`config.mk`:
```
export PLATFORM = sky130hd
export DESIGN_NAME = cnn_layer_sequencer
export DESIGN_NICKNAME = d
export VERILOG_FILES = /design/src/rtl/cnn_pkg.sv /design/src/rtl/cnn_watchdog.sv /design/src/rtl/cnn_layer_sequencer.sv
export SDC_FILE = /design/constraint.sdc
export NUM_CORES = 1
export LEC_CHECK = 0
export ABC_CLOCK_PERIOD_IN_PS = 1800
export CORE_AREA = 2 2 94 78
export CTS_CLUSTER_SIZE = 12
export DETAILED_ROUTE_END_ITERATION = 8
export DIE_AREA = 0 0 96 80
export PLACE_DENSITY = 0.84
export SKIP_LAST_GASP = 1
export SYNTH_ARGS = -nofsm -noshare
export SYNTH_HDL_FRONTEND = slang
export SYNTH_SLANG_ARGS = --single-unit
```
`constraint.sdc`:
```
create_clock -name clk -period 1.8 [get_ports clk]
set_input_delay 0.36 -clock clk [delete_from_list [all_inputs] [get_ports clk]]
set_output_delay 0.36 -clock clk [all_outputs]
set_load 0.01 [all_outputs]
```
`src/rtl/cnn_pkg.sv`:
```
// Shared constants and state type for the CNN layer sequencer; values mirror the
// CNN_Processor header so the load/read ports line up.
package cnn_pkg;

  localparam int DATA_WIDTH     = 8;
  localparam int IMG_SIZE       = 64;
  localparam int KERNEL_AREA    = 9;
  localparam int POOL_OUT_AREA  = 9;
  localparam int IMG_ADDR_W     = 6;
  localparam int POOL_ADDR_W    = 4;
  localparam int TIMEOUT_CYCLES = 1024;
  localparam int JOB_COUNT_W    = 16;

  typedef enum logic [2:0] {
    IDLE,
    LOAD_KERN,
    LOAD_IMG,
    START,
    WAIT,
    DRAIN
  } seq_state_t;

  function automatic logic is_load_state(input seq_state_t s);
    return (s == LOAD_KERN) || (s == LOAD_IMG);
  endfunction

endpackage

```
`src/rtl/cnn_watchdog.sv`:
```
// Cycle watchdog: cleared by load, counts while enabled, expire is high on the
// TIMEOUT_CYCLES-th enabled cycle.
module cnn_watchdog #(
  parameter int TIMEOUT_CYCLES = 1024
) (
  input  logic clk,
  input  logic rst_n,
  input  logic load,
  input  logic enable,
  output logic expire
);

  localparam int CNT_W = (TIMEOUT_CYCLES > 1) ? $clog2(TIMEOUT_CYCLES) : 1;
  localparam logic [CNT_W-1:0] LIMIT = CNT_W'(TIMEOUT_CYCLES - 1);

  logic [CNT_W-1:0] count;

  assign expire = enable && (count == LIMIT);

  // NOTE: sequential state uses non-blocking assignments so every register
  // samples pre-edge values regardless of process evaluation order.
  always_ff @(posedge clk or negedge rst_n) begin
    if (!rst_n) begin
      count <= '0;
    end else if (load) begin
      count <= '0;
    end else if (enable && !expire) begin
      count <= count + 1'b1;
    end
  end

endmodule

```
`src/rtl/cnn_layer_sequencer.sv`:
```
// Runs one CNN_Processor layer per job: streams kernel/bias/image into the load
// port, pulses start, waits for done (with watchdog), then drains the pooled map.
module cnn_layer_sequencer
  import cnn_pkg::*;
(
  input  logic                    clk,
  input  logic                    rst_n,
  input  logic                    job_valid,
  output logic                    job_ready,
  input  logic                    job_reload_kern,
  input  logic                    in_valid,
  output logic                    in_ready,
  input  logic [DATA_WIDTH-1:0]   in_data,
  output logic                    out_valid,
  input  logic                    out_ready,
  output logic [DATA_WIDTH-1:0]   out_data,
  output logic                    out_last,
  output logic                    busy,
  output logic                    err_timeout,
  output logic [JOB_COUNT_W-1:0]  job_count,
  output logic                    cnn_start,
  input  logic                    cnn_done,
  output logic                    cnn_wr_en,
  output logic                    cnn_mem_select,
  output logic [IMG_ADDR_W-1:0]   cnn_wr_addr,
  output logic [DATA_WIDTH-1:0]   cnn_data_in,
  output logic [POOL_ADDR_W-1:0]  cnn_rd_addr,
  input  logic [DATA_WIDTH-1:0]   cnn_data_out
);

  localparam logic [IMG_ADDR_W-1:0]  KERN_LAST  = IMG_ADDR_W'(KERNEL_AREA);
  localparam logic [IMG_ADDR_W-1:0]  IMG_LAST   = IMG_ADDR_W'(IMG_SIZE - 1);
  localparam logic [POOL_ADDR_W-1:0] DRAIN_LAST = POOL_ADDR_W'(POOL_OUT_AREA - 1);

  seq_state_t state, state_nxt;

  logic [IMG_ADDR_W-1:0]  word_cnt;
  logic [POOL_ADDR_W-1:0] drain_cnt;
  logic job_hs, in_hs, out_hs;
  logic load_last, drain_last;
  logic wd_expire, timeout_hit;

  assign job_hs      = job_valid && job_ready;
  assign in_hs       = in_valid && in_ready;
  assign out_hs      = out_valid && out_ready;
  assign load_last   = (state == LOAD_KERN) ? (word_cnt == KERN_LAST) : (word_cnt == IMG_LAST);
  assign drain_last  = (drain_cnt == DRAIN_LAST);
  assign timeout_hit = (state == WAIT) && !cnn_done && wd_expire;
  assign cnn_rd_addr = drain_cnt;

  cnn_watchdog #(
    .TIMEOUT_CYCLES(TIMEOUT_CYCLES)
  ) u_watchdog (
    .clk   (clk),
    .rst_n (rst_n),
    .load  (state == START),
    .enable(state == WAIT),
    .expire(wd_expire)
  );

  always_ff @(posedge clk or negedge rst_n) begin
    if (!rst_n) state <= IDLE;
    else        state <= state_nxt;
  end

  // NOTE: every always_comb output gets a default first so no path infers a latch.
  always_comb begin
    state_nxt = state;
    unique case (state)
      IDLE:      if (job_valid) state_nxt = job_reload_kern ? LOAD_KERN : LOAD_IMG;
      LOAD_KERN: if (in_valid && load_last) state_nxt = LOAD_IMG;
      LOAD_IMG:  if (in_valid && load_last) state_nxt = START;
      START:     state_nxt = WAIT;
      WAIT: begin
        // A done arriving on the expiry cycle still counts as success.
        if (cnn_done)       state_nxt = DRAIN;
        else if (wd_expire) state_nxt = IDLE;
      end
      DRAIN:     if (out_ready && drain_last) state_nxt = IDLE;
      default:   state_nxt = IDLE;
    endcase
  end

  always_comb begin
    job_ready = (state == IDLE);
    in_ready  = is_load_state(state);
    out_valid = (state == DRAIN);
    busy      = (state != IDLE);
    out_last  = out_valid && drain_last;
    out_data  = out_valid ? cnn_data_out : '0;
  end

  always_ff @(posedge clk or negedge rst_n) begin
    if (!rst_n) begin
      word_cnt       <= '0;
      drain_cnt      <= '0;
      cnn_wr_en      <= 1'b0;
      cnn_mem_select <= 1'b0;
      cnn_wr_addr    <= '0;
      cnn_data_in    <= '0;
      cnn_start      <= 1'b0;
      err_timeout    <= 1'b0;
      job_count      <= '0;
    end else begin
      cnn_wr_en <= in_hs;

      if (job_hs) begin
        word_cnt    <= '0;
        drain_cnt   <= '0;
        err_timeout <= 1'b0;
      end

      // The write lands one cycle after the handshake; the last image word
      // commits during START, before the processor reads the image.
      if (in_hs) begin
        cnn_mem_select <= (state == LOAD_KERN);
        cnn_wr_addr    <= word_cnt;
        cnn_data_in    <= in_data;
        word_cnt       <= load_last ? '0 : word_cnt + 1'b1;
      end

      // Held until done is seen; dropping it releases the processor from FINISH.
      cnn_start <= (state == START) || ((state == WAIT) && !cnn_done && !wd_expire);

      if (timeout_hit) err_timeout <= 1'b1;

      if (out_hs) begin
        drain_cnt <= drain_last ? '0 : drain_cnt + 1'b1;
        if (drain_last) job_count <= job_count + 1'b1;
      end
    end
  end

endmodule

```
* Word level (Yosys, flattened, before mapping)
Index checks and enable logic that the tools add are counted.
** Storage, ports and cells
- Flip-flop bits (word level) :: 57
- Output and inout bits :: 51
- Word-level logic and storage cells :: 72
** Operators by class
- Add/subtract/negate cells :: 4
- Equal/unequal tests :: 14
- Muxes and demuxes :: 20
- Reduce and logical (&&, ||, !) cells :: 23
** Operator list (number)
- two-way mux 10 bit :: 2
- two-way mux 3 bit :: 6
- two-way mux 6 bit :: 3
- case mux 3 bit (6 select lines) :: 1
- adder 16 x 1 -> 16 bit, second input constant :: 1
- two-way mux 4 bit :: 3
- logical AND 1 bit :: 11
- adder 10 x 1 -> 10 bit, second input constant :: 1
- == test 10 bit, second input constant :: 1
- two-way mux 8 bit :: 1
- nonzero test 2 bit :: 4
- adder 6 x 1 -> 6 bit, second input constant :: 1
- == test 3 x 2 -> 1 bit, second input constant :: 2
- == test 3 bit, second input constant :: 2
- == test 6 x 4 -> 1 bit, second input constant :: 1
- == test 6 bit, second input constant :: 1
- != test 2 bit, second input constant :: 3
- AND reduction 5 bit :: 1
- adder 4 x 1 -> 4 bit, second input constant :: 1
- == test 4 bit, second input constant :: 1
- == test 3 x 1 -> 1 bit, second input constant :: 1
- logical NOT 3 bit :: 1
- two-way mux 1 bit :: 3
- != test 3 bit, second input constant :: 1
- other kinds (6) :: 8

* Depth between registers and ports, before layout
Gate-level depths: netlist (run 1).
- Depth after elaboration :: 6
- Gate-level depth with buffers :: 7
- Depth with buffers taken out :: 6

* Modules after synthesis
A second synthesis (run 1) with hierarchy kept.
** Unflattened totals
- Cells, all modules :: 304
- Area total of the unflattened synthesis :: 2890.3 sq um
** Modules (own cells, without submodules)
- cnn_layer_sequencer :: instances 1, cells each 248, area each 2336.0 sq um, sequential area each 1176.1 sq um
- cnn_watchdog :: instances 1, cells each 56, area each 554.3 sq um, sequential area each 250.2 sq um

* Worst setup path before layout (run 1)
Ideal clock, no wire load.
- Path type :: flip-flop to flip-flop
- Start :: register drain_cnt[0] (netlist: cnn_rd_addr[0])
- End :: register job_count[8]
- Setup time :: 0.126 ns
- Arrival :: 1.648 ns
- Path slack :: 0.026 ns
- Cell stages (with the launch flop) :: 7
- Path buffers :: 0
- Cells stage by stage :: dfrtp_1 inv_1 ha_1 nand3b_1 nor4_1 nand3_1 xnor2_1
** Between the ends
- Longest elaborated chain between the ends :: 2
** Ends and longest elaborated chain
- start: declaration :: RTL line cnn_layer_sequencer.sv:38 : logic [POOL_ADDR_W-1:0] drain_cnt;
- start signal: assignment :: RTL line cnn_layer_sequencer.sv:128 : drain_cnt <= drain_last ? '0 : drain_cnt + 1'b1;
- == test 4 bit :: RTL line cnn_layer_sequencer.sv:47 : assign drain_last = (drain_cnt == DRAIN_LAST);
- AND reduction 2 bit (no source line)
- end signal: assignment :: RTL line cnn_layer_sequencer.sv:129 : if (drain_last) job_count <= job_count + 1'b1;
- end: declaration :: RTL line cnn_layer_sequencer.sv:20 : output logic [JOB_COUNT_W-1:0] job_count,
Every way passes these cells.
A chain may end at the register's enable or synchronous reset.

* Final worst setup path (run 1)
Same ends and word-level chain as after synthesis.

==> results of run 1 <==
[cells by family after synthesis]
family | count (synthesis)
buffers and inverters | 23
AND/OR/NAND/NOR | 133
XOR/XNOR | 16
multiplexers | 10
AO/OA/AOI/OAI | 48
flip-flops | 57
adder cells (fa/ha/maj) | 5
[per-layer routing]
| layer | global-route usage (%) | wire length [um] | up-vias |
|---|---|---|---|
| li1 | - | - | 1323 |
| met1 | 30.5 | 3950 | 1437 |
| met2 | 39.0 | 5320 | 175 |
| met3 | 6.99 | 751 | 66 |
| met4 | 8.86 | 576 | 0 |
| met5 | 0 | 0 | - |
[path summary, 6_finish.rpt]
path,cells after the start,endpoint,slack [ps]
worst min register to register,2,cnn_data_in[6],470
worst max-delay path,10,job_count[8],-230
max in group asynchronous,3,u_watchdog.count[0],700
min in group asynchronous,2,job_count[12],500
worst min-delay path,2,cnn_data_in[6],470
worst max register to register,10,job_count[8],-230
[through the flow]
| step | utilization (%) | TNS (ps) | power, uW | setup slack, ps | area [sq um] |
|---|---|---|---|---|---|
| floorplan | - | 0 | 2910 | 25.6 | 2890 |
| global placement | 59.7 | -2100 | 4070 | -120 | 4010 |
| detailed placement | 59.7 | -3500 | 4150 | -182 | 4010 |
| CTS | 65.0 | -1380 | 5620 | -199 | 4370 |
| global route | 70.8 | -5090 | 6470 | -286 | 4760 |
| finish | 70.8 | -3170 | 6140 | -232 | 4760 |
[what timing repair did]
action,4_1_cts,5_1_grt
gates cloned,0,1
resized for setup,70,64
hold buffers,1,0
hold endpoints to repair,17,0
endpoints found under the setup margin,28,46
pin swaps,7,27
setup buffers,11,18
[final cells by class]
type / instances / area share (%)
Clock inverter: 2 / 0.736
Timing Repair Buffer: 147 / 28.2
Tap cell: 87 / 2.29
Multi-Input combinational cell: 212 / 34.2
Sequential cell: 57 / 30.0
Inverter: 10 / 0.788
Clock buffer: 13 / 3.76
[flip-flops by register name, indices dropped and copies added (netlist names)]
name,count
state,3
word_cnt,6
cnn_wr_addr,6
err_timeout,1
u_watchdog.count,10
cnn_start,1
job_count,16
cnn_rd_addr,4
cnn_wr_en,1
cnn_mem_select,1
cnn_data_in,8
[synthesized netlist by cell type, drive strengths merged, types with 5 or more instances]
cell | n | share of area (%)
nand2 | 49 | 6.4
nor2b | 6 | 1.3
nor2 | 12 | 1.6
nor3 | 7 | 1.2
xor2 | 6 | 1.8
dfrtp | 57 | 49
nand3 | 10 | 1.7
inv | 10 | 1.3
ha | 5 | 2.2
and3 | 13 | 2.8
o21ai | 12 | 2.1
mux2 | 6 | 2.3
nand4 | 8 | 1.7
clkbuf | 8 | 1.0
xnor2 | 10 | 3.0
a21oi | 12 | 2.2
buf | 5 | 1.2
[power by group through the flow]
stage               logic, uW  clock network (uW)  registers, uW
finish                   3110                1300           1730
global route             3320                1390           1770
CTS                      2600                1290           1730
detailed placement       2390                   0           1760
global placement         2320                   0           1750
floorplan                1110                   0           1800
[critical path, cell delays in order (launching register included)]
cell      delay (ps)
dfrtp_1          400
inv_2             90
ha_4             140
buf_6             80
nand3b_1         200
buf_4            220
buf_6            120
nor4_4           190
buf_4            220
nand3_2           90
xnor2_1          190
==> results.json, run 1 <==
{
  "avgViaCountPerCell": 5.68,
  "antenna_left": 0,
  "power_frac_comb_pct": 50.6,
  "layout_common_cells": "59 x clkdlybuf4s50_1, 56 x buf_4, 54 x dfrtp_1",
  "critPathLaunch": "cnn_rd_addr[0]",
  "slew_headroom_pct": 69.8,
  "antenna_cells": 0,
  "violations": "negative setup slack",
  "slew_violations": 0,
  "drive_above_1_share_pct": 35.6,
  "power_frac_seq_pct": 28.2,
  "dr.pass1.iters": 4,
  "arrival_ps": 2300,
  "final_cells": 528,
  "dp.cells": 483,
  "ys.warnings.count": 0,
  "synth-simple-area-share_pct": 24.6,
  "grt_max_degree": 41,
  "power_switching_uw": 2160,
  "drt_iter0_markers": 294,
  "post-route-period-util_pct": 113,
  "fillers": 434,
  "worst-setup-path-type": "register to register",
  "antenna_found_initial": 0,
  "end_kind": "register",
  "initial_core_util_pct": 42.9,
  "period_minus_slack_ps": 2030,
  "coreArea_sq_um": 6720,
  "cts_tree": "built",
  "die_area_sq_um": 7680,
  "nets": 465,
  "grt-ovfl-total": 0,
  "power.leakage_uw": 0.00231,
  "cp_data_required_time_ps": 2070,
  "clock_latency_ps": 350,
  "numClockSinks": 57,
  "setup_violations": 36,
  "fin_worst_skew_ps": 14.2,
  "final_common_cell": "clkdlybuf4s50_1",
  "synth-main-ff-cell": "dfrtp_1",
  "wl_mm": 10.6,
  "worstMarginPinSlew_ps": 453,
  "synth.distinct_cells": 56,
  "areaGrowthSynthToFinish_pct": 65.0,
  "power_density_nw_per_um2": 1290,
  "grt_pass1_vias": 2851,
  "cts_buffers": 9,
  "timing.rr.start": "cnn_rd_addr[0]",
  "remaining_drc_errors": 0,
  "routabilityCongestion": 0.884,
  "synth_xor_area_share_pct": 4.86,
  "hold_ws_ps": 473,
  "fin_ws_ps": -232,
  "synth_edf_count": 0,
  "async_flop_share_pct": 100,
  "synth.avg_cell_area_sq_um": 9.88,
  "die_w_um": 96,
  "grt_usage_pct": 24.1,
  "cp-start-kind": "register",
  "cts-root-buf": "clkbuf_8",
  "grt_pass1_wl_mm": 14.3,
  "yosysSeqAreaShare_pct": 49.4,
  "synth_compound_gate_area_share_pct": 11.3,
  "synth_top_family_by_area": "simple AND/OR/NAND/NOR gates",
  "multiInputGateArea_sq_um": 1630,
  "io_buffers": 73,
  "worstHoldStart": "cnn_data_in[6]",
  "worstPathMaxFanout": 5,
  "syn_area_sq_um": 2890,
  "hold_path_class": "register to register",
  "cts.htree.levels": 3,
  "outcome": "finished, violations left",
  "vdd_drop_max_uv": 830,
  "wl_per_cell_um": 20.1,
  "die_h_um": 80,
  "seq_area_sq_um": 1430,
  "power.internal_uw": 3990,
  "maxClockFrequency_mhz": 492,
  "swShare_pct": 35.1,
  "synth_fa_ha_area_share_pct": 2.17,
  "num_io_pins": 74,
  "rsz0062_at_grt": "true",
  "fp-row-count": 27,
  "syn-num-nets": 320,
  "synthMuxAreaShare_pct": 4.16,
  "report.final.hold_viol_count": 0,
  "syn_inst": 292,
  "hpwlAfterDp_mm": 5.71,
  "cts.path.max_buffers": 2,
  "vias": 3001,
  "clk_pin_slew_ps": 70,
  "clockPowerShare_pct": 21.1,
  "ys_ff_latch": 57,
  "maxCapViolations": 0
}
No activity file was read; power rests on OpenSTA's default activity.
==> inputs of run 2 (changes only) <==
Settings changed: CORE_AREA 2 2 94 78 to 5 5 97 81, DIE_AREA 0 0 96 80 to 0 0 102 86.
==> results.json, run 2 (synthesis gave the netlist of run 1 again) <==
{
  "avgViaCountPerCell": 5.41,
  "cp-start-kind": "register",
  "die_w_um": 102,
  "worstPathMaxFanout": 5,
  "arrival_ps": 2070,
  "grt_pass1_wl_mm": 13.2,
  "die_area_sq_um": 8770,
  "areaGrowthSynthToFinish_pct": 56.1,
  "timing.rr.start": "state[1]",
  "final_common_cell": "clkdlybuf4s50_1",
  "grt-ovfl-total": 0,
  "antenna_cells": 0,
  "placed_area_sq_um": 4020,
  "numClockSinks": 57,
  "drive_above_1_share_pct": 30.2,
  "fin_ws_ps": -54.7,
  "cts.path.max_buffers": 2,
  "cp_data_required_time_ps": 2010,
  "cts_buffers": 9,
  "tns_ps": -299,
  "fp-row-count": 27,
  "power.leakage_uw": 0.00215,
  "clock_latency_ps": 330,
  "wl_mm": 8.73,
  "antenna_left": 0,
  "hold_ws_ps": 475,
  "nets": 453,
  "holdPathEnd": "cnn_data_in[7]",
  "worstHoldStart": "cnn_data_in[7]",
  "dr.pass1.iters": 4,
  "wl_per_cell_um": 16.9,
  "post-route-period-util_pct": 103,
  "coreArea_sq_um": 6720,
  "violations": "negative setup slack",
  "top_register": "job_count",
  "utilization_pct": 67.0,
  "fin_worst_skew_ps": 9.51,
  "outcome": "finished, violations left",
  "worstMarginPinSlew_ps": 503,
  "antenna_found_initial": 0,
  "die_h_um": 86,
  "end_kind": "register",
  "initial_core_util_pct": 42.9,
  "period_minus_slack_ps": 1850,
  "slew_headroom_pct": 66.5,
  "hpwlAfterDp_mm": 5.68,
  "r2r_end": "word_cnt[1]",
  "worst-setup-path-type": "register to register",
  "maxClockFrequency_mhz": 539,
  "largest_reg_flops": 16,
  "report.final.hold_viol_count": 0,
  "hold_path_class": "register to register",
  "routabilityCongestion": 0.847,
  "setup_violations": 12,
  "remaining_drc_errors": 0,
  "num_io_pins": 74,
  "vias": 2795,
  "final_area_sq_um": 4500,
  "grt_max_degree": 38,
  "total_power_uw": 5720,
  "grt_pass1_vias": 2719,
  "hold_depth": 2,
  "grt_usage_pct": 19.1,
  "drt_iter0_markers": 230,
  "slew_violations": 0,
  "cts.htree.levels": 3,
  "cts-root-buf": "clkbuf_8",
  "maxCapViolations": 0,
  "reg2reg_slack_ps": -50,
  "layout_common_cells": "59 x clkdlybuf4s50_1, 55 x dfrtp_1, 53 x buf_4",
  "reg.largest.list": "job_count: 16 flops, u_watchdog.count: 10 flops, cnn_data_in: 8 flops",
  "cts_tree": "built",
  "clk_pin_slew_ps": 70,
  "vdd_drop_max_uv": 906,
  "io_buffers": 73,
  "power_density_nw_per_um2": 1270,
  "reg2reg_depth": 7,
  "rsz0062_at_grt": "true"
}
==> run 2: cell types whose count changed in the layout (fill, tap and decap cells not counted), sizes merged <==
cell | before | now
clkbuf | 13 | 12
clkinv | 1 | 2
buf | 87 | 72
clkinvlp | 0 | 2
clkdlybuf4s15 | 0 | 2
==> run 2: layout make-up <==
| type | count | area, sq um |
|---|---|---|
| clock buffers | 11 | 141 |
| clock inverters | 5 | 55.1 |
| fillers | 468 | 2220 |
| inverters | 10 | 37.5 |
| multi-input cells | 212 | 1540 |
| flip-flops and latches | 57 | 1430 |
| well taps | 87 | 109 |
| repair buffers | 135 | 1190 |
==> run 2: per-stage QoR <==
stage	cells	setup WS, ps
4_1_cts	508	-76.9
3_3_place_gp	484	-149
6_report	517	-54.7
3_5_place_dp	484	-187
2_1_floorplan	292	25.6
5_1_grt	517	-107
==> run 2: what timing repair did <==
action	4_1_cts	5_1_grt
resized for setup	67	29
endpoints found under the hold margin	20	0
hold buffers	1	0
buffers inserted	7	9
endpoints found under the setup margin	22	46
pin swaps	7	8
==> run 2: power by group <==
group / switching (uW) / leakage (uW) / internal, uW
sequential: 190 / 0.000768 / 1550
clock: 510 / 0.0000953 / 672
combinational: 1330 / 0.00128 / 1470
==> run 2: worst max-delay path, stage by stage, from the launching register on <==
cell     delay [ps]
dfrtp_2         430
buf_6           130
buf_6           110
nor3b_4         220
mux2i_4         400
a21oi_4         120
buf_4           150
a22o_1          180
==> run 2: worst max path at each step <==
stage,startpoint,endpoint,cells after the start
after CTS,cnn_rd_addr[0],out_last,5
after global placement,job_valid,word_cnt[3],6
after detailed placement,job_valid,word_cnt[3],6
final,state[1],word_cnt[1],7
after global routing,state[1],word_cnt[2],6
after floorplan,cnn_rd_addr[0],job_count[8],6
==> run 2: metal layers <==
layer / global-route usage (%) / share of wire [%] / wire length [um]
met5: 0 / 0 / 0
met4: 7.03 / 1.4 / 119
met3: 5.28 / 6.2 / 541
met2: 31.5 / 52 / 4560
met1: 23.9 / 40 / 3510
==> inputs of run 3 (changes only) <==
Settings changed: GPL_ROUTABILITY_DRIVEN set to 0, SKIP_CTS_REPAIR_TIMING set to 1.
==> results.json, run 3 (synthesis gave the netlist of run 1 again) <==
{
  "areaGrowthSynthToFinish_pct": 54.5,
  "cts_tree": "built",
  "avgViaCountPerCell": 5.26,
  "cts.htree.levels": 3,
  "drive_above_1_share_pct": 26.7,
  "violations": "negative hold slack, negative setup slack",
  "cts_buffers": 9,
  "die_w_um": 102,
  "tns_ps": -946,
  "worst-setup-path-type": "register to output port",
  "worstPathMaxFanout": 8,
  "remaining_drc_errors": 0,
  "rsz0062_at_grt": "true",
  "timing.rr.start": "state[1]",
  "clock_latency_ps": 330,
  "cp-start-kind": "register",
  "r2r_end": "state[0]",
  "cts.path.max_buffers": 2,
  "wl_per_cell_um": 16.4,
  "cts-root-buf": "clkbuf_8",
  "wl_mm": 8.37,
  "vias": 2682,
  "cp_data_required_time_ps": 1440,
  "nets": 446,
  "end_kind": "output port",
  "post-route-period-util_pct": 108,
  "antenna_cells": 0,
  "antenna_left": 0,
  "power.leakage_uw": 0.00220,
  "fin_ws_ps": -149,
  "total_power_uw": 5650,
  "top_register": "job_count",
  "hpwlAfterDp_mm": 5.68,
  "hold_path_class": "primary input to async pin",
  "reg2reg_slack_ps": -80,
  "fin_worst_skew_ps": 8.66,
  "drt_iter0_markers": 155,
  "worstMarginPinSlew_ps": 497,
  "critPathLaunch": "state[0]",
  "initial_core_util_pct": 42.9,
  "grt_pass1_vias": 2583,
  "grt-ovfl-total": 0,
  "grt_pass1_wl_mm": 12.3,
  "hold_ws_ps": -17.2,
  "slew_headroom_pct": 66.9,
  "slew_violations": 0,
  "io_buffers": 73,
  "setup_violations": 17,
  "numClockSinks": 57,
  "period_minus_slack_ps": 1950,
  "report.final.hold_viol_count": 20,
  "vdd_drop_max_uv": 905,
  "reg.largest.list": "job_count: 16 flops, u_watchdog.count: 10 flops, cnn_data_in: 8 flops",
  "dr.pass1.iters": 4,
  "layout_common_cells": "59 x clkdlybuf4s50_1, 55 x dfrtp_1, 49 x buf_4",
  "final_common_cell": "clkdlybuf4s50_1",
  "maxCapViolations": 0,
  "coreArea_sq_um": 6720,
  "outcome": "finished, violations left",
  "reg2reg_depth": 7,
  "antenna_found_initial": 0,
  "power_density_nw_per_um2": 1270,
  "grt_max_degree": 38,
  "fp-row-count": 27,
  "largest_reg_flops": 16,
  "num_io_pins": 74,
  "clk_pin_slew_ps": 70,
  "arrival_ps": 1590,
  "die_h_um": 86,
  "die_area_sq_um": 8770,
  "grt_usage_pct": 17.9,
  "maxClockFrequency_mhz": 513
}
==> run 3: changes by cell type in the layout (fill, tap and decap cells not counted), moves of 2 or more <==
| cell | before | now |
|---|---|---|
| buf_2 | 10 | 1 |
| clkdlybuf4s15_2 | 2 | 0 |
| buf_4 | 53 | 49 |
| nor3_1 | 4 | 6 |
| nor3_2 | 3 | 1 |
| dlymetal6s2s_1 | 0 | 7 |
| clkbuf_2 | 1 | 4 |
==> run 3: metal layers <==
metal,wire length (um),part of all wire [%],vias up,global-route usage (%)
met3,400,4.8,12,5.77
met1,3530,42,1318,22.8
li1,-,-,1293,-
met2,4310,52,59,27.8
met5,0,0,-,0
met4,127,1.5,0,7.51
==> run 3: per-stage QoR <==
stage / instances / util (%) / worst slack, ps / area (sq um)
2_1_floorplan: 292 / - / 25.6 / 2890
3_3_place_gp: 484 / 59.8 / -149 / 4020
3_5_place_dp: 484 / 59.8 / -187 / 4020
4_1_cts: 500 / 62.7 / -498 / 4220
5_1_grt: 510 / 66.3 / -217 / 4460
6_report: 510 / 66.3 / -149 / 4460
==> run 3: final cells by class <==
| type | count | area [sq um] |
|---|---|---|
| fillers | 476 | 2270 |
| multi-input cells | 212 | 1510 |
| flip-flops and latches | 57 | 1430 |
| repair buffers | 128 | 1180 |
| clock buffers | 11 | 141 |
| well taps | 87 | 109 |
| clock inverters | 5 | 55.1 |
| inverters | 10 | 37.5 |
==> run 3: how the worst max path moves through the flow <==
| stage | endpoint | cells after the start |
|---|---|---|
| after CTS | out_last | 5 |
| after global routing | out_data[1] | 6 |
| after global placement | word_cnt[3] | 6 |
| final | out_data[1] | 6 |
| after detailed placement | word_cnt[3] | 6 |
| after floorplan | job_count[8] | 6 |
==> run 3: worst max-delay path, stage by stage, from the launching register on <==
cell and delay (ps):
dfrtp_1 400, nor2b_1 140, buf_4 160, buf_4 140, buf_4 130, and3_1 160
clkbuf_2 130
==> run 3: where the power goes <==
group | total, uW | switching [uW] | internal (uW)
Sequential | 1730 | 184 | 1550
Combinational | 2740 | 1280 | 1460
Clock | 1180 | 512 | 672
Total | 5650 | 1980 | 3680
